<file path="src/rtl/multicycle_control.sv">
// multicycle_control
//   Registered multicycle control unit for the 16-bit Cosmic core. Sequences
//   FETCH -> DECODE -> EXECUTE -> (MULDIV | MEMORY) -> WRITEBACK. It stalls
//   on the instruction/data memory ready lines and on the mul/div unit,
//   detects memory timeouts and holds the core in HALT.
//
// Ports
//   clk, rst_n          rising-edge clock, async active-low reset
//   opcode, multi_div   IR fields; sampled at the end of DECODE
//   imem_ready          instruction fetch complete
//   dmem_ready          data access complete
//   muldiv_done         mul/div unit finished (may come early)
//   pc_write, ir_write  PC update strobe (DECODE), IR load strobe (FETCH)
//   alu_*, sign_extend  datapath selects, held EXECUTE..WRITEBACK
//   mem_read/mem_write  data memory strobes (MEMORY)
//   mem_to_reg          writeback source (WRITEBACK, loads)
//   reg_write           00 none, 01 single, 11 mul/div pair
//   jump_branch         000 none, 001 BLT, 010 BGT, 011 BEQ, 100 JMP
//   muldiv_start        one-cycle start pulse (EXECUTE)
//   halted              core halted
//   illegal_op          sticky illegal-opcode flag
//   mem_timeout         sticky memory-timeout flag
//
// state     | meaning
// ----------+-----------------------------------------------
// FETCH     | ir_write, wait for imem_ready (timeout -> HALT)
// DECODE    | pc_write pulse, latch opcode/multi_div
// EXECUTE   | ALU selects, branch strobe or mul/div start
// MULDIV    | wait for muldiv_done or fixed latency
// MEMORY    | mem_read/mem_write until dmem_ready (timeout -> HALT)
// WRITEBACK | reg_write, mem_to_reg for loads
// HALT      | halted, absorbing until reset
module multicycle_control #(
  parameter int OPCODE_W      = 4,
  parameter int MULDIV_CYCLES = 16,
  parameter int MEM_TIMEOUT   = 255,
  parameter int CNT_W         = 8
) (
  input  logic                clk,
  input  logic                rst_n,
  input  logic [OPCODE_W-1:0] opcode,
  input  logic [1:0]          multi_div,
  input  logic                imem_ready,
  input  logic                dmem_ready,
  input  logic                muldiv_done,
  output logic                pc_write,
  output logic                ir_write,
  output logic                alu_b_type,
  output logic                alu_src,
  output logic [1:0]          alu_control_op,
  output logic                sign_extend,
  output logic                mem_read,
  output logic                mem_write,
  output logic                mem_to_reg,
  output logic [1:0]          reg_write,
  output logic [2:0]          jump_branch,
  output logic                muldiv_start,
  output logic                halted,
  output logic                illegal_op,
  output logic                mem_timeout
);

  typedef enum logic [2:0] {
    S_FETCH, S_DECODE, S_EXECUTE, S_MULDIV, S_MEMORY, S_WRITEBACK, S_HALT
  } state_t;

  localparam logic [OPCODE_W-1:0] OP_HALT  = OPCODE_W'(4'b0000);
  localparam logic [OPCODE_W-1:0] OP_ANDI  = OPCODE_W'(4'b0001);
  localparam logic [OPCODE_W-1:0] OP_ORI   = OPCODE_W'(4'b0010);
  localparam logic [OPCODE_W-1:0] OP_BGT   = OPCODE_W'(4'b0100);
  localparam logic [OPCODE_W-1:0] OP_BLT   = OPCODE_W'(4'b0101);
  localparam logic [OPCODE_W-1:0] OP_BEQ   = OPCODE_W'(4'b0110);
  localparam logic [OPCODE_W-1:0] OP_JMP   = OPCODE_W'(4'b0111);
  localparam logic [OPCODE_W-1:0] OP_LBU   = OPCODE_W'(4'b1010);
  localparam logic [OPCODE_W-1:0] OP_SB    = OPCODE_W'(4'b1011);
  localparam logic [OPCODE_W-1:0] OP_LW    = OPCODE_W'(4'b1100);
  localparam logic [OPCODE_W-1:0] OP_SW    = OPCODE_W'(4'b1101);
  localparam logic [OPCODE_W-1:0] OP_TYPEA = OPCODE_W'(4'b1111);

  localparam logic [CNT_W-1:0] TO_LAST = CNT_W'(MEM_TIMEOUT - 1);
  localparam logic [CNT_W-1:0] MD_LAST = CNT_W'(MULDIV_CYCLES - 1);

  function automatic logic is_load(input logic [OPCODE_W-1:0] o);
    return (o == OP_LBU) || (o == OP_LW);
  endfunction

  function automatic logic is_store(input logic [OPCODE_W-1:0] o);
    return (o == OP_SB) || (o == OP_SW);
  endfunction

  function automatic logic is_branch(input logic [OPCODE_W-1:0] o);
    return (o == OP_BLT) || (o == OP_BGT) || (o == OP_BEQ) || (o == OP_JMP);
  endfunction

  function automatic logic is_legal(input logic [OPCODE_W-1:0] o);
    return is_load(o) || is_store(o) || is_branch(o) || (o == OP_HALT) ||
           (o == OP_ANDI) || (o == OP_ORI) || (o == OP_TYPEA);
  endfunction

  state_t              state, next_state;
  logic [CNT_W-1:0]    cnt;
  logic [OPCODE_W-1:0] op_q, op_nxt;
  logic [1:0]          md_q, md_nxt;
  logic                timeout_hit;
  logic                is_muldiv;

  // Outputs are registered from the next state, so they line up with the
  // state register; op_nxt lets the EXECUTE outputs see the opcode being
  // latched on the same edge.
  assign op_nxt    = (state == S_DECODE) ? opcode    : op_q;
  assign md_nxt    = (state == S_DECODE) ? multi_div : md_q;
  assign is_muldiv = (op_nxt == OP_TYPEA) && (md_nxt != 2'b00);

  // State register, wait counter, instruction latch and sticky flags.
  always_ff @(posedge clk or negedge rst_n) begin
    if (!rst_n) begin
      state       <= S_FETCH;
      cnt         <= '0;
      op_q        <= '0;
      md_q        <= '0;
      illegal_op  <= 1'b0;
      mem_timeout <= 1'b0;
    end else begin
      state <= next_state;
      op_q  <= op_nxt;
      md_q  <= md_nxt;
      if (next_state != state)
        cnt <= '0;
      else if (state != S_HALT)
        cnt <= cnt + 1'b1;
      if ((state == S_DECODE) && !is_legal(opcode))
        illegal_op <= 1'b1;
      if (timeout_hit)
        mem_timeout <= 1'b1;
    end
  end

  // Next-state logic. A fetch is only accepted once ir_write is actually
  // being driven, which matters for the first cycle after reset when the
  // registered strobes are still cleared.
  always_comb begin
    next_state  = state;
    timeout_hit = 1'b0;
    unique case (state)
      S_FETCH: begin
        if (imem_ready && ir_write) begin
          next_state = S_DECODE;
        end else if (cnt == TO_LAST) begin
          next_state  = S_HALT;
          timeout_hit = 1'b1;
        end
      end
      S_DECODE:
        next_state = is_legal(opcode) ? S_EXECUTE : S_FETCH;
      S_EXECUTE: begin
        if ((op_q == OP_TYPEA) && (md_q != 2'b00))
          next_state = S_MULDIV;
        else if (is_branch(op_q))
          next_state = S_FETCH;
        else if (is_load(op_q) || is_store(op_q))
          next_state = S_MEMORY;
        else if (op_q == OP_HALT)
          next_state = S_HALT;
        else
          next_state = S_WRITEBACK;
      end
      S_MULDIV:
        if (muldiv_done || (cnt == MD_LAST))
          next_state = S_WRITEBACK;
      S_MEMORY: begin
        if (dmem_ready) begin
          next_state = is_load(op_q) ? S_WRITEBACK : S_FETCH;
        end else if (cnt == TO_LAST) begin
          next_state  = S_HALT;
          timeout_hit = 1'b1;
        end
      end
      S_WRITEBACK:
        next_state = S_FETCH;
      S_HALT:
        next_state = S_HALT;
      default:
        next_state = S_FETCH;
    endcase
  end

  // Output decode for the state about to be entered.
  logic       d_pc_write, d_ir_write, d_alu_b_type, d_alu_src, d_sign_extend;
  logic       d_mem_read, d_mem_write, d_mem_to_reg, d_muldiv_start, d_halted;
  logic [1:0] d_alu_control_op, d_reg_write;
  logic [2:0] d_jump_branch;
  logic       alu_phase;

  assign alu_phase = (next_state == S_EXECUTE) || (next_state == S_MULDIV) ||
                     (next_state == S_MEMORY)  || (next_state == S_WRITEBACK);

  always_comb begin
    d_pc_write       = (next_state == S_DECODE);
    d_ir_write       = (next_state == S_FETCH);
    d_alu_b_type     = 1'b0;
    d_alu_src        = 1'b0;
    d_alu_control_op = 2'b00;
    d_sign_extend    = 1'b0;
    d_mem_read       = 1'b0;
    d_mem_write      = 1'b0;
    d_mem_to_reg     = 1'b0;
    d_reg_write      = 2'b00;
    d_jump_branch    = 3'b000;
    d_muldiv_start   = 1'b0;
    d_halted         = (next_state == S_HALT);

    if (alu_phase) begin
      if (is_load(op_nxt) || is_store(op_nxt)) begin
        d_alu_b_type     = 1'b1;
        d_alu_src        = 1'b1;
        d_alu_control_op = 2'b10;
        d_sign_extend    = (op_nxt == OP_LBU);
      end else if (op_nxt == OP_ANDI) begin
        d_alu_src        = 1'b1;
        d_alu_control_op = 2'b01;
      end else if (op_nxt == OP_ORI) begin
        d_alu_src        = 1'b1;
        d_alu_control_op = 2'b11;
      end
    end

    if (next_state == S_EXECUTE) begin
      d_muldiv_start = is_muldiv;
      if (op_nxt == OP_BLT)      d_jump_branch = 3'b001;
      else if (op_nxt == OP_BGT) d_jump_branch = 3'b010;
      else if (op_nxt == OP_BEQ) d_jump_branch = 3'b011;
      else if (op_nxt == OP_JMP) d_jump_branch = 3'b100;
    end

    if (next_state == S_MEMORY) begin
      d_mem_read  = is_load(op_nxt);
      d_mem_write = is_store(op_nxt);
    end

    if (next_state == S_WRITEBACK) begin
      d_mem_to_reg = is_load(op_nxt);
      d_reg_write  = is_muldiv ? 2'b11 : 2'b01;
    end
  end

  always_ff @(posedge clk or negedge rst_n) begin
    if (!rst_n) begin
      pc_write       <= 1'b0;
      ir_write       <= 1'b0;
      alu_b_type     <= 1'b0;
      alu_src        <= 1'b0;
      alu_control_op <= 2'b00;
      sign_extend    <= 1'b0;
      mem_read       <= 1'b0;
      mem_write      <= 1'b0;
      mem_to_reg     <= 1'b0;
      reg_write      <= 2'b00;
      jump_branch    <= 3'b000;
      muldiv_start   <= 1'b0;
      halted         <= 1'b0;
    end else begin
      pc_write       <= d_pc_write;
      ir_write       <= d_ir_write;
      alu_b_type     <= d_alu_b_type;
      alu_src        <= d_alu_src;
      alu_control_op <= d_alu_control_op;
      sign_extend    <= d_sign_extend;
      mem_read       <= d_mem_read;
      mem_write      <= d_mem_write;
      mem_to_reg     <= d_mem_to_reg;
      reg_write      <= d_reg_write;
      jump_branch    <= d_jump_branch;
      muldiv_start   <= d_muldiv_start;
      halted         <= d_halted;
    end
  end

endmodule

</file>
<file path="config.mk">
export PLATFORM = sky130hd
export DESIGN_NAME = multicycle_control
export DESIGN_NICKNAME = d
export VERILOG_FILES = /design/src/rtl/multicycle_control.sv
export SDC_FILE = /design/constraint.sdc
export NUM_CORES = 1
export LEC_CHECK = 0
export BUFFER_PORTS_ARGS = -buffer_cell sky130_fd_sc_hd__buf_2
export CAP_MARGIN = 25
export CORE_MARGIN = 8
export CORE_UTILIZATION = 55
export CTS_BUF_LIST = sky130_fd_sc_hd__clkbuf_2
export DETAILED_ROUTE_END_ITERATION = 6
export PLACE_DENSITY = 0.78
export SYNTH_ARGS = -nofsm -noshare
export SYNTH_HDL_FRONTEND = slang
export SYNTH_SLANG_ARGS = --single-unit
</file>
<file path="constraint.sdc">
create_clock -name clk -period 6.8 [get_ports clk]
set_input_delay 1.02 -clock clk [delete_from_list [all_inputs] [get_ports clk]]
set_output_delay 1.02 -clock clk [all_outputs]
set_load 0.01 [all_outputs]
</file>
# Word-level counts from Yosys, hierarchy flattened
# Cells that the tools add are included.
word_totals:
  regBits: 36
  inputBits: 11
  output_inout_bits: 19
  word_cells: 144
op_classes:
  add_sub_neg: 1
  eq_ne: 46
  n_mux: 42
  reduce_logical: 36
ops:
  columns: ["operator", "n"]
  rows:
  - ["equality test 4 bit (second input constant)", 15]
  - ["equality test 4 x 3 -> 1 bit (second input constant)", 12]
  - ["2-to-1 mux 3 bit", 12]
  - ["logical OR 1 bit", 24]
  - ["2-to-1 mux 2 bit", 10]
  - ["case mux 3 bit (6 select lines)", 1]
  - ["2-to-1 mux 8 bit", 2]
  - ["equality test 3 bit (second input constant)", 5]
  - ["2-to-1 mux 1 bit", 15]
  - ["equality test 3 x 2 -> 1 bit (second input constant)", 4]
  - ["adder 8 x 1 -> 8 bit (second input constant)", 1]
  - ["equality test 4 x 1 -> 1 bit (second input constant)", 2]
  - ["equality test 4 x 2 -> 1 bit (second input constant)", 2]
  - ["equality test 8 x 4 -> 1 bit (second input constant)", 1]
  - ["equality test 8 bit (second input constant)", 1]
  - ["zero test 4 bit", 2]
  - ["equality test 3 x 1 -> 1 bit (second input constant)", 2]
  - ["zero test 3 bit", 2]
  - ["nonzero test 2 bit", 3]
  - ["logical AND 1 bit", 4]
  - ["2-to-1 mux 4 bit", 1]
  - ["!= test 3 bit", 1]
  - ["!= test 3 bit (second input constant)", 1]
  - ["case mux 1 bit (2 select lines)", 1]
  - ["zero test 1 bit", 1]

# Logic depth before layout (Yosys ltp)
depth:
  depth_word: 16
  mapped_depth: 8
  mapped_depth_nobuf: 8

# Worst setup path before layout
# No wires, ideal clock.
synth_timing:
  kind: "in2reg"
  startpoint: "input opcode[3]"
  endpoint: "register alu_b_type"
  setup_ns: 0.132
  arrival_time_ns: 2.262
  required_ns: 6.668
  path_slack_ns: 4.406
  cell_stages: 5
  path_buffers: 0
  cell_sequence: "mux2_2 > o211ai_1 > o2111a_1 > mux2i_2 > nor2_1"
synth_between:
  elab_chain_len: 16
  elab_cells_between_ends: 42
  cone_classes: "eq/ne (19); mux (5); reduce/logical (18)"
synth_rtl:
  columns: ["item", "line_no", "source"]
  rows:
  - ["start: declaration", "41", "input logic [OPCODE_W-1:0] opcode,"]
  - ["equality test 4 x 3 -> 1 bit", "92", "return (o == OP_BLT) || (o == OP_BGT) || (o == OP_BEQ) || (o == OP_JMP);"]
  - ["logical OR 1 bit (3 in a row)", "92", null]
  - ["logical OR 1 bit (3 in a row)", "96", "return is_load(o) || is_store(o) || is_branch(o) || (o == OP_HALT) ||"]
  - ["logical OR 1 bit (2 in a row)", "97", "(o == OP_ANDI) || (o == OP_ORI) || (o == OP_TYPEA);"]
  - ["2-to-1 mux 2 bit", "154", "next_state = is_legal(opcode) ? S_EXECUTE : S_FETCH;"]
  - ["case mux 3 bit (6 select lines)", "144", "unique case (state)"]
  - ["equality test 3 x 2 -> 1 bit", "194", "assign alu_phase = (next_state == S_EXECUTE) || (next_state == S_MULDIV) ||"]
  - ["logical OR 1 bit (2 in a row)", "194", null]
  - ["logical OR 1 bit", "195", "(next_state == S_MEMORY) || (next_state == S_WRITEBACK);"]
  - ["2-to-1 mux 1 bit (*)", "212", "if (alu_phase) begin"]
  - ["named net d_alu_b_type", "188", "logic d_pc_write, d_ir_write, d_alu_b_type, d_alu_src, d_sign_extend;"]
  - ["end signal: assignment", "264", "alu_b_type <= d_alu_b_type;"]
  - ["end: declaration", "48", "output logic alu_b_type,"]
# Mark *: on every way through the listed nets, which the timed path passes. The rest lies on a longest branch.
# A chain may end at the register's enable or synchronous reset.

# Worst setup path in the final report
layout_timing:
  startpoint: "register cnt[0]"
  endpoint: "register cnt[1]"
layout_between:
  elab_chain_len: 6
  elab_cells_between_ends: 13
  cone_classes: "add/sub (1); eq/ne (3); mux (7); reduce/logical (2)"
layout_rtl:
  columns: ["item", "line_no", "source"]
  rows:
  - ["start: declaration", "101", "logic [CNT_W-1:0] cnt;"]
  - ["start signal: assignment", "130", "cnt <= cnt + 1'b1;"]
  - ["equality test 8 bit / equality test 8 x 4 -> 1 bit (equally long branches)", "148, 173, 168", null]
  - ["2-to-1 mux 3 bit / logical OR 1 bit (equally long branches)", "148, 173, 168", null]
  - ["2-to-1 mux 3 bit (on tied branches)", "171, 146, 168", null]
  - ["case mux 3 bit (6 select lines)", "144", null]
  - ["!= test 3 bit", "127", "if (next_state != state)"]
  - ["2-to-1 mux 8 bit / nonzero test 2 bit (equally long branches)", null, null]
# Parallel ways exist; a longest one is shown, timed or not. The select of a mux whose other input is x is not followed.

==> flow_metrics.env <==
export IMPL_run_status="completed"
export IMPL_avgViaCountPerCell=5.664
export IMPL_postRouteWirelength_mm=3.723
export IMPL_floorplan_die_area_um2=5214
export IMPL_detailroute_via_count=1365
export IMPL_globalRouteOverflowTotal=0
export IMPL_arr_time_crit_path_ns=2.75
export IMPL_number_of_flops_mapped_to_enable_cells_by_yosys=0
export IMPL_grt_pass1_vias=1359
export IMPL_report_final_setup_viol=0
export IMPL_library_cell_used_as_clock_root_buffer="sky130_fd_sc_hd__clkbuf_2"
export IMPL_drtIter0Drc=92
export IMPL_htree_levels=2
export IMPL_pre_cts_setup_slack_ns=4.011
export IMPL_hold_path_class="reg -> reg"
export IMPL_worstPathRequired_ns=7.11
export IMPL_critical_path_reg2reg_endpoint="cnt[1]"
export IMPL_finalWeightedCongestion=0.9492
export IMPL_tightestPinTransition_ns=0.7712
export IMPL_port_buffers=29
export IMPL_placeableCoreArea_um2=3028
export IMPL_yosys_cell_types_count=42
export IMPL_postSynthCellCount=162
export IMPL_setup_worst_path_start_class="flop"
export IMPL_registers_top_by_ff_count="cnt"
export IMPL_total_drc_errors_in_the_routed_layout=0
export IMPL_clk_pin_slew_ns=0.19
export IMPL_yosysSeqAreaShare_pct=51.84
export IMPL_floorplan_io_pins=30
export IMPL_capturing_element_type_of_the_critical_path="flop"
export IMPL_syn_mean_instance_area_um2=10.73
export IMPL_timing_fmax_mhz=409.4
export IMPL_number_of_cells_on_the_worst_reg_to_reg_path=7
export IMPL_count_of_tritonroute_iterations_in_the_first_routing_pass=4
export IMPL_rows=20
export IMPL_criticalPathCategory="reg -> reg"
export IMPL_largest_registers="cnt: 8 flops, op_q: 4 flops"
export IMPL_cts_hold_buffers_added=0
export IMPL_numPlacedInstances=232
export IMPL_cp_max_fo=8
export IMPL_worst_setup_path_startpoint="cnt[0]"
export IMPL_detail_route_antenna_nets=0
export IMPL_grt_pass1_wl_mm=6.320
export IMPL_synth_fp_nets=175
export IMPL_deepest_clock_path_buffer_count=2
export IMPL_max_slew_margin_rel_pct=48.59
export IMPL_peakVddDrop_v=0.0002134
export IMPL_rsz0062_at_grt="no"
export IMPL_final_net_count=209
export IMPL_synth_seq_cells=36
export IMPL_most_common_cell_after_layout_fill_and_taps_aside="sky130_fd_sc_hd__dfrtp_1"
export IMPL_period_share_pct=35.92
export IMPL_initial_core_util_pct=57.40
export IMPL_min_delay_path_depth=1
export IMPL_cts_resized=0
export IMPL_antenna_found_initial=0
export IMPL_period_minus_slack_ns=2.443
export IMPL_drive_above_1_share_pct=25.89
export IMPL_clock_skew_ns=0.01138
export IMPL_die_h_um=72.21
export IMPL_post_cts_setup_buffer_count=0
export IMPL_async_set_or_reset_register_ratio_after_synthesis_pct=100.0
export IMPL_clk_insertion_delay_late_ns=0.39
export IMPL_final_non_filler_cells=241
export IMPL_largest_reg_flops=8
export IMPL_syn_area_um2=1738
export IMPL_holdCritStartpoint="mem_timeout"
export IMPL_commonest_cells_after_routing_fill_and_taps_aside="sky130_fd_sc_hd__dfrtp_1, sky130_fd_sc_hd__buf_2, sky130_fd_sc_hd__nor2_1, sky130_fd_sc_hd__inv_1"
export IMPL_finish_utilization_pct=65.95
export IMPL_final_max_slew_violation_count=0
export IMPL_power_static_leakage_nw=0.9390
export IMPL_dp_hpwl_mm=2.739
export IMPL_cts_inserted_buffers=5
export IMPL_yosysWarnings=0
export IMPL_pin_count_of_the_biggest_net_entering_global_routing=37
export IMPL_whs_endpoint="mem_timeout"
export IMPL_rr_startpoint="cnt[0]"
export IMPL_setup_reg_to_reg_worst_slack_ns=4.36
export IMPL_areaGrowthSynthToFinish_pct=14.90
export IMPL_cts_sinks=36
export IMPL_finalHoldViolCount=0
export IMPL_grt_usage_pct=15.21
export IMPL_p_per_area_nw_per_um2=393.8
export IMPL_number_of_antenna_diodes=0
export IMPL_synth_main_ff_cell="sky130_fd_sc_hd__dfrtp_1"
export IMPL_cts_tree="yes"
export IMPL_fin_tns_setup_ns=0
export IMPL_finalWorstSetupSlack_ns=4.357
export IMPL_timing_max_cap_violations=0
export IMPL_floorplan_die_width_um=72.21
export IMPL_detail_route_wl_per_cell_um=15.45
==> cells in the mapped netlist, types with 3 or more instances <==
cell	instances	share of area, %
sky130_fd_sc_hd__o21ai_0	8	2.3
sky130_fd_sc_hd__a21oi_1	3	0.86
sky130_fd_sc_hd__nand3_1	7	2.0
sky130_fd_sc_hd__xor2_1	4	2.0
sky130_fd_sc_hd__inv_1	10	2.2
sky130_fd_sc_hd__nand2b_1	5	1.8
sky130_fd_sc_hd__nor2_1	19	4.1
sky130_fd_sc_hd__nand2_1	8	1.7
sky130_fd_sc_hd__xnor2_1	7	3.5
sky130_fd_sc_hd__a211oi_1	4	1.7
sky130_fd_sc_hd__mux2_2	5	3.2
sky130_fd_sc_hd__dfrtp_1	36	52
sky130_fd_sc_hd__nor3_1	6	1.7
==> worst max path at each step <==
stage | to | slack [ns]
3_3_place_gp | alu_b_type | 4.03
4_1_cts | mem_read | 4.03
2_1_floorplan | alu_b_type | 4.41
6_report | cnt[1] | 4.36
5_1_grt | cnt[1] | 4.19
3_5_place_dp | alu_b_type | 4.01
==> power breakdown <==
group          internal, mW  leakage (nW)  switching, mW
clock                0.0614        0.0390         0.0742
combinational         0.134         0.423          0.194
sequential            0.267         0.477         0.0556
==> layout make-up <==
type / instances / area (µm²)
multi-input cells: 113 / 785.8
well taps: 44 / 55.05
inverters: 10 / 37.54
clock inverters: 3 / 42.54
fillers: 248 / 1031
clock buffers: 5 / 25.02
flip-flops and latches: 36 / 900.9
repair buffers: 30 / 150.1
==> per-layer routing <==
layer | vias to the layer above | routed length (µm) | GRT usage [%]
met1 | 672 | 1611 | 18.34
met2 | 43 | 1821 | 24.47
met3 | 4 | 249 | 4.270
li1 | 646 | - | -
met5 | - | 0 | 0
met4 | 0 | 41 | 7.029
==> through the flow <==
stage | total power, mW | area [µm²] | hold WS, ns
finish | 0.7863 | 1997 | 0.4852
global route | 0.8400 | 1997 | 0.5086
CTS | 0.7892 | 1992 | 0.4933
detailed placement | 0.6525 | 1924 | 0.4507
global placement | 0.6391 | 1924 | 0.4392
floorplan | 0.5625 | 1738 | 0.4919
==> cell families after synthesis <==
kind of cell | share of synthesized area [%]
AND/OR/NAND/NOR | 20.59
flip-flops | 51.84
AO/OA/AOI/OAI | 12.45
buffers and inverters | 2.951
XOR/XNOR | 5.543
multiplexers | 5.183
adder cells (fa/ha/maj) | 1.440
==> worst max-delay path, stage by stage (launching register included) <==
cell and delay [ns]:
sky130_fd_sc_hd__dfrtp_1 0.46, sky130_fd_sc_hd__ha_1 0.22, sky130_fd_sc_hd__and3_1 0.20, sky130_fd_sc_hd__a211oi_1 0.54
sky130_fd_sc_hd__a31oi_1 0.06, sky130_fd_sc_hd__or4_1 0.43, sky130_fd_sc_hd__a2bb2oi_2 0.20, sky130_fd_sc_hd__a211oi_1 0.24
Note: power is estimated with default switching activity, not from simulation.
